`config.mk`:
```
export PLATFORM = sky130hd
export DESIGN_NAME = block_serial_cla_adder
export DESIGN_NICKNAME = d
export VERILOG_FILES = /design/src/rtl/block_serial_cla_adder.sv
export SDC_FILE = /design/constraint.sdc
export NUM_CORES = 1
export LEC_CHECK = 0
export CAP_MARGIN = 20
export CELL_PAD_IN_SITES_DETAIL_PLACEMENT = 2
export CELL_PAD_IN_SITES_GLOBAL_PLACEMENT = 2
export CORE_ASPECT_RATIO = 1.25
export CORE_MARGIN = 2
export CORE_UTILIZATION = 32
export DETAILED_ROUTE_END_ITERATION = 16
export PLACE_DENSITY = 0.93
export REMOVE_ABC_BUFFERS = 1
export SYNTH_ARGS = -nofsm -noshare
export SYNTH_HDL_FRONTEND = slang
export SYNTH_SLANG_ARGS = --single-unit
```
`constraint.sdc`:
```
create_clock -name clock -period 5.8 [get_ports clock]
set_input_delay 0.58 -clock clock [delete_from_list [all_inputs] [get_ports clock]]
set_output_delay 0.58 -clock clock [all_outputs]
set_load 0.005 [all_outputs]
```
`src/rtl/block_serial_cla_adder.sv`:
```
// Chunk-serial carry-lookahead adder/subtractor, one BLOCK-bit chunk per clock.
// Optional result saturation on signed overflow is enabled by CARRY_SAT_EN.
module block_serial_cla_adder #(
   parameter int WIDTH = 32,
   parameter int BLOCK = 8
) (
   input  logic             clock,
   input  logic             reset,
   input  logic             ctrl_start,
   input  logic             ctrl_sub,
`ifdef CARRY_SAT_EN
   input  logic             ctrl_sat,
`endif
   input  logic             data_cin,
   input  logic [WIDTH-1:0] data_operandA,
   input  logic [WIDTH-1:0] data_operandB,
   output logic [WIDTH-1:0] data_result,
   output logic [WIDTH-1:0] data_carry_bits,
   output logic             data_cout,
   output logic             data_overflow,
   output logic             data_resultRDY,
   output logic             busy
);

   localparam int N  = WIDTH / BLOCK;
   localparam int CW = (N > 1) ? $clog2(N) : 1;
   localparam logic [CW-1:0] LAST = CW'(N - 1);

   typedef enum logic {
      IDLE,
      RUN
   } state_t;

   state_t            state;
   logic [CW-1:0]     cnt;
   logic [WIDTH-1:0]  a_q;
   logic [WIDTH-1:0]  b_q;
   logic              carry_q;
`ifdef CARRY_SAT_EN
   logic              sat_q;
`endif

   logic [BLOCK-1:0]  ca;
   logic [BLOCK-1:0]  cb;
   logic [BLOCK-1:0]  gen;
   logic [BLOCK-1:0]  prop;
   logic [BLOCK-1:0]  sum_c;
   logic [BLOCK-1:0]  cy_c;
   logic              cy;
   logic              pp;
   logic [WIDTH-1:0]  res_nx;
   logic [WIDTH-1:0]  cb_nx;
   logic              ovf_nx;
   logic [WIDTH-1:0]  sat_val;

   // Each carry is a flat sum of generate terms gated by the propagate
   // run above them, so no carry depends on a neighbouring carry.
   always_comb begin
      ca    = a_q[cnt*BLOCK +: BLOCK];
      cb    = b_q[cnt*BLOCK +: BLOCK];
      gen   = ca & cb;
      prop  = ca ^ cb;
      cy_c  = '0;
      sum_c = '0;
      cy    = 1'b0;
      pp    = 1'b1;
      for (int i = 0; i < BLOCK; i++) begin
         cy = 1'b0;
         pp = 1'b1;
         for (int j = i; j >= 0; j--) begin
            cy = cy | (pp & gen[j]);
            pp = pp & prop[j];
         end
         cy_c[i] = cy | (pp & carry_q);
      end
      sum_c[0] = prop[0] ^ carry_q;
      for (int i = 1; i < BLOCK; i++) begin
         sum_c[i] = prop[i] ^ cy_c[i-1];
      end
   end

   always_comb begin
      res_nx = data_result;
      cb_nx  = data_carry_bits;
      res_nx[cnt*BLOCK +: BLOCK] = sum_c;
      cb_nx[cnt*BLOCK +: BLOCK]  = cy_c;
      ovf_nx = cb_nx[WIDTH-1] ^ cb_nx[WIDTH-2];
      // On overflow both operand signs agree, so A's sign picks the rail.
      sat_val = a_q[WIDTH-1] ? {1'b1, {(WIDTH-1){1'b0}}}
                             : {1'b0, {(WIDTH-1){1'b1}}};
   end

   always_ff @(posedge clock) begin
      if (reset) begin
         state           <= IDLE;
         cnt             <= '0;
         a_q             <= '0;
         b_q             <= '0;
         carry_q         <= 1'b0;
`ifdef CARRY_SAT_EN
         sat_q           <= 1'b0;
`endif
         data_result     <= '0;
         data_carry_bits <= '0;
         data_cout       <= 1'b0;
         data_overflow   <= 1'b0;
         data_resultRDY  <= 1'b0;
         busy            <= 1'b0;
      end else begin
         data_resultRDY <= 1'b0;
         unique case (state)
            IDLE: begin
               if (ctrl_start) begin
                  a_q             <= data_operandA;
                  b_q             <= ctrl_sub ? ~data_operandB
                                              : data_operandB;
                  carry_q         <= ctrl_sub | data_cin;
`ifdef CARRY_SAT_EN
                  sat_q           <= ctrl_sat;
`endif
                  data_result     <= '0;
                  data_carry_bits <= '0;
                  data_cout       <= 1'b0;
                  data_overflow   <= 1'b0;
                  busy            <= 1'b1;
                  cnt             <= '0;
                  state           <= RUN;
               end
            end
            RUN: begin
               data_result     <= res_nx;
               data_carry_bits <= cb_nx;
               carry_q         <= cy_c[BLOCK-1];
               cnt             <= cnt + CW'(1);
               if (cnt == LAST) begin
                  data_cout      <= cb_nx[WIDTH-1];
                  data_overflow  <= ovf_nx;
                  busy           <= 1'b0;
                  data_resultRDY <= 1'b1;
                  cnt            <= '0;
                  state          <= IDLE;
`ifdef CARRY_SAT_EN
                  if (sat_q && ovf_nx) begin
                     data_result <= sat_val;
                  end
`endif
               end
            end
            default: state <= IDLE;
         endcase
      end
   end

endmodule

```
## Yosys cells after proc, flatten, opt, wreduce, memory -nomap -nowiden

Cells that the tools add are included.

- $add $sub $neg: 2
- Equal/unequal tests: 3
- Shifts and indexed selects: 5
- Muxes and demuxes: 23
- Bitwise operators: 114
- Reductions and logical operators: 3

Operators by type and width:

| kind | count |
|---|---|
| $pmux 32 s2 | 2 |
| $shiftx 8x34->32 | 2 |
| $and 1x1->1 | 64 |
| $bwmux 32 | 2 |
| $mux 32 | 2 |
| $shiftx 32x6->8 | 2 |
| $or 1x1->1 | 37 |
| $neg 5->34 | 1 |
| $shift 8x34->32 const A | 1 |
| $not 32->32 | 1 |
| $pmux 1 s2 | 5 |
| $mux 1 | 9 |
| $xor 1x1->1 | 9 |
| $and 8x8->8 | 1 |
| $xor 8x8->8 | 1 |
| $mux 2 | 2 |
| $pmux 2 s2 | 1 |
| $reduce_and 2->1 | 2 |
| $add 2x1->2 const B | 1 |
| $eq 2x2->1 const B | 1 |
| $ne 2x1->1 const B | 1 |
| $ne 2x2->1 const B | 1 |
| $reduce_or 2->1 | 1 |
| $not 1->1 | 1 |

- Register bits: 136
- Bits of input ports: 69
- Output and inout bits: 68
- Logic and storage cells: 161

## Depth between registers and ports, before layout

- Word-level depth: 16
- Gate-level depth with buffers: 10
- Gate-level depth less buffers: 7

## Least setup slack after synthesis

Ideal clock, no wire load.

- Path type: register to register
- Start: reg cnt[0]
- End: reg data_result[30]
- Library setup time: 134 ps
- Arrival: 2738 ps
- Required time: 5666 ps
- Slack: 2928 ps
- Stages on the path, launching flop included: 11
- Path buffers: 3
- Clock period less this slack: 2872 ps
- Path through: dfxtp_1 -> buf_2 -> buf_4 -> mux4_2 -> ha_1 -> buf_6 -> a21oi_4 -> a2bb2oi_2 -> nand3b_1 -> xnor2_1 -> o22ai_1

- Cells in the longest elaborated chain, start to end: 14
- Elaborated cells between the ends (all ways): 94

RTL lines:

| item | line | source |
|---|---|---|
| from (decl) | 35 | `logic [CW-1:0] cnt;` |
| from (signal assigned) | 134 | `cnt <= cnt + CW'(1);` |
| $shiftx 32x6->8, on equally long branches | 59, 60 |  |
| $xor 8x8->8 or $and 8x8->8 (tied branches) | 62, 61 |  |
| $and 1x1->1, on equally long branches | 71, 72 |  |
| $or 1x1->1, or another cell as far along (5 in a row) | 71 | `cy = cy \| (pp & gen[j]);` |
| $or 1x1->1 or $and 1x1->1 (tied branches) | 71, 74 |  |
| $or 1x1->1 | 74 | `cy_c[i] = cy \| (pp & carry_q);` |
| $xor 1x1->1 | 78 | `sum_c[i] = prop[i] ^ cy_c[i-1];` |
| $shiftx 8x34->32 | 85 | `res_nx[cnt*BLOCK +: BLOCK] = sum_c;` |
| $bwmux 32 * | 85 |  |
| $pmux 32 s2 * | 111 | `unique case (state)` |
| to (signal assigned) | 131 | `data_result <= res_nx;` |
| to (decl) | 17 | `output logic [WIDTH-1:0] data_result,` |

Mark *: on every way between the ends. The rest lies on a longest branch, timed or not.
A chain may end at the register's enable or synchronous reset.

## Worst setup path after layout

- Start: reg cnt[0]
- End: reg data_overflow

- Cells in the longest elaborated chain, start to end: 16
- Elaborated cells between the ends (all ways): 114

RTL lines:

| item | line | source |
|---|---|---|
| $shiftx 32x6->8, on equally long branches | 59, 60 |  |
| $xor 8x8->8 or $and 8x8->8 (tied branches) | 62, 61 |  |
| $and 1x1->1, on equally long branches | 71, 72 |  |
| $or 1x1->1, or another cell as far along (6 in a row) | 71 |  |
| $or 1x1->1 or $and 1x1->1 (tied branches) | 71, 74 |  |
| $or 1x1->1 | 74 |  |
| $shiftx 8x34->32 | 86 | `cb_nx[cnt*BLOCK +: BLOCK] = cy_c;` |
| $bwmux 32 | 86 |  |
| $xor 1x1->1 | 87 | `ovf_nx = cb_nx[WIDTH-1] ^ cb_nx[WIDTH-2];` |
| $mux 1 | 135 | `if (cnt == LAST) begin` |
| $pmux 1 s2 | 111 |  |
| to (signal assigned) | 137 | `data_overflow <= ovf_nx;` |
| to (decl) | 20 | `output logic data_overflow,` |

Parallel ways exist; a longest one is shown, timed or not. The select of a mux whose other input is x is not followed.

==> key figures <==
STA
  – Worst slew pin tran: 1.07 ns
  – Fin. max-slew vios: 0
  – Worst slew margin: 28.9%
  – Setup slack after layout: 1.99 ns
  – Final setup vio count: 0
  – Final Critical Period: 3.81 ns
  – Final hold viol count: 0
  – Tcrit/Tclk final: 65.6%
  – RSZ-0062 raised after global routing: no
  – Fin Setup TNS: 0 ns
  – Maximum clock rate: 263 MHz
  – Clk_skew: 0.00959 ns

Outcome
  – Status: finished, final reports clean

Drt
  – Via density: 5.40
  – 1st-pass router iterations: 5
  – Final WL: 21600 um
  – Initial drt markers: 277
  – Total number of vias: 5329
  – Drt drc: 0
  – Antenna violation net count after detailed routing: 0
  – Wirelength per Cell: 21.9 um

Critical path
  – Req. time, crit path: 6.07 ns
  – Crit path capture type: flop
  – R2R setup slack: 1.99 ns
  – Crit-path max FO: 19
  – Buffers and inverters on the worst path: 1
  – Worst Path Arrival: 4.07 ns
  – Top Family by Delay on Critical Path: flip-flops
  – Worst reg-to-reg path cell count: 8
  – Slowest CP cell: dfxtp_1
  – Critical path cell sequence: buf_4, mux4_2, ha_1, nand4_1, nor3_1, nor2_1, o41ai_1, a221oi_2
  – CP peak stage delay: 0.97 ns
  – CP startpoint kind: flop
  – Crit path kind: flop to flop
  – Worst R2R Start: cnt[0]
  – FF-to-FF End: data_overflow

GRT
  – Vias in the first global route: 6001
  – Initial antenna violation count: 0
  – Largest net degree at the start of global routing: 84
  – Total Routing Usage GR: 22.4%
  – First-pass GRT wire length: 33800 um
  – GRT overflow: 0

Power
  – Gate power share: 13.9%
  – Internal power: 1.70 mW
  – Clk pwr share: 42.9%
  – Power Density: 294 nW/um^2
  – Leakage: 2.77 nW
  – Psw: 629 uW
  – Max VDD drop: 208 uV
  – Reg power frac: 43.3%
  – Switching portion of total power: 27.0%

Synthesis
  – Seq/Total Area, Yosys: 46.2%
  – Most frequent cells after synthesis: dfxtp_1, nand2_1, nor2_1, a21oi_1, xnor2_1
  – Post-synthesis mux area share: 6.11%
  – Post-Synthesis Cell Area: 5890 sq um
  – Most frequent cell after synthesis: dfxtp_1
  – Async SR Flop Fraction: 0%
  – Post-synthesis cell count: 636
  – Synthesis-stage register bit count: 136
  – Ranking of synthesized cells by area: dfxtp_1, nand2_1, mux4_2, xnor2_1, a21oi_1
  – Synth Area in XOR/XNOR: 5.63%
  – Netlist cell types: 49
  – Post-synthesis compound-gate area fraction: 19.8%
  – Synth top area share: 46.2%
  – Synthesis Warnings: 0
  – Ys flop type: dfxtp_1
  – Fraction of the mapped netlist area in adder cells: 2.89%
  – Simple-gate share of the synthesized area: 15.2%
  – Largest family of logic cells by synthesized area: compound AO/OA/AOI/OAI gates
  – Area leader, netlist: dfxtp_1
  – Count of flip-flops with a built-in enable after synthesis: 0
  – Synthesized area per cell: 9.27 sq um

CTS
  – CTS H-tree lvls: 4
  – Maximum root-to-sink buffer count: 2
  – CTS resizes: 0
  – Hold bufs inserted after CTS: 0
  – Inserted Clock Buffers: 17
  – Clk_lat worst skew: 0.43 ns
  – Setup bufs post-CTS: 0
  – CTS Root Cell: clkbuf_16
  – Clock Sinks: 136
  – CTS clock-pin slew for the worst setup and hold paths: 0.06 ns
  – TritonCTS clock tree: yes

Floorplan
  – Die height: 156 um
  – IO Count: 137
  – Die W: 125 um
  – Core ar.: 18100 sq um
  – Row cnt: 55
  – Die area: 19500 sq um
  – Initial core utilization: 32.6%

Min path
  – Hold Path Class: flop to flop
  – Hold endpoint: data_cout
  – Hold Startpoint: data_cout
  – Hold depth: 2

Final layout
  – Antenna Cells: 0
  – Fill cell instance count of the final layout: 1913
  – Nets@finish: 829
  – Area occupied by registers: 2720 sq um
  – Layout overhead on the synthesized area: 34.0%
  – Fraction of layout cells with a size suffix above 1: 8.96%
  – Multi-input combinational cell area: 2930 sq um

Placement
  – Port Buffers: 136
  – Detailed placement HPWL: 14800 um
  – Post-place setup slack: 2.12 ns
  – Final Wtd Congestion: 0.832

Run
  – # Max-Cap Violations: 0
-- worst register-to-register path, cell delays in order, from the launching register on --
cell and delay, ns:
dfxtp_1 0.97, buf_4 0.32, mux4_2 0.51, ha_1 0.53
nand4_1 0.24, nor3_1 0.33, nor2_1 0.09, o41ai_1 0.55
a221oi_2 0.12
-- routing by layer --
metal / track usage [%] / part of all wire [%] / wire [um]
met1: 24.6 / 40 / 8580
met2: 42.2 / 54 / 11700
met3: 3.50 / 3.9 / 837
met4: 9.84 / 2.3 / 505
met5: 0 / 0 / 0
-- layout make-up --
type	count	share of cell area [%]
flip-flops and latches	136	34.5
well taps	228	3.61
clock inverters	8	0.602
repair buffers	141	17.9
inverters	3	0.143
clock buffers	23	6.18
multi-input cells	448	37.1
-- cell families (layout without fill, tap and decap cells) --
logic type	count (synthesis)	in the layout
and+or+nand+nor	212	212
AOI/OAI and AO/OA	170	170
DFF	136	136
buffers and inverters	52	175
xor gates and xnor gates	37	37
muxes	16	16
adders and majority gates	13	13
-- power groups by stage --
| stage | registers (mW) | logic (mW) | clock network (mW) |
|---|---|---|---|
| 6_report | 1.01 | 0.322 | 0.996 |
| 5_1_grt | 1.01 | 0.349 | 1.05 |
| 4_1_cts | 1.01 | 0.323 | 1.01 |
| 3_5_place_dp | 1.02 | 0.313 | 0 |
| 3_3_place_gp | 1.02 | 0.288 | 0 |
| 2_1_floorplan | 1.01 | 0.171 | 0 |
-- state kept, by name, indices dropped and copies added, names as in the netlist --
| name | count |
|---|---|
| cnt | 2 |
| carry_q | 1 |
| data_overflow | 1 |
| a_q | 32 |
| b_q | 32 |
| data_cout | 1 |
| data_carry_bits | 32 |
| data_resultRDY | 1 |
| busy | 1 |
| state | 1 |
| data_result | 32 |
-- worst max-delay path by stage --
stage	start	to	slack (ns)	cells past startpoint
3_5_place_dp	cnt[0]	data_overflow	2.12	8
2_1_floorplan	ctrl_start	data_result[13]	2.35	3
4_1_cts	cnt[0]	data_overflow	2.03	8
6_report	cnt[0]	data_overflow	1.99	8
5_1_grt	cnt[0]	data_overflow	1.72	8
3_3_place_gp	cnt[0]	data_result[31]	2.35	8
-- cell usage in the layout, fill, tap and decap left out, types with 2 or more instances in the layout --
cell and count:
clkbuf_8 4, clkbuf_16 17, a21oi_2 2, dfxtp_1 136, xor2_1 2, a211o_1 2, nor2_1 76, clkinv_2 5
clkdlybuf4s50_1 134, a21o_1 3, clkbuf_1 2, mux4_2 16, nand2_1 99, o21a_1 2, o21ai_0 8, o22ai_1 4
a31o_1 4, a21oi_1 57, ha_1 12, a211oi_1 33, nor3_1 10, and4_1 2, a22oi_1 32, nand2b_1 3
or3b_1 4, a21oi_4 3, o21ai_1 10, xnor2_1 34, nand3_1 11, buf_4 5, clkinvlp_4 3, inv_1 3
-- through the flow --
step / hold WS, ns / util, % / cells / total power, mW / area, sq um
after floorplan: 0.427 / - / 587 / 1.18 / 5660
after global placement: 0.442 / 40.5 / 955 / 1.31 / 7330
after detailed placement: 0.451 / 40.7 / 956 / 1.34 / 7360
after CTS: 0.466 / 43.6 / 987 / 2.33 / 7900
after global routing: 0.477 / 43.6 / 987 / 2.41 / 7900
final: 0.461 / 43.6 / 987 / 2.32 / 7900
(Power assumes the default switching activity.)
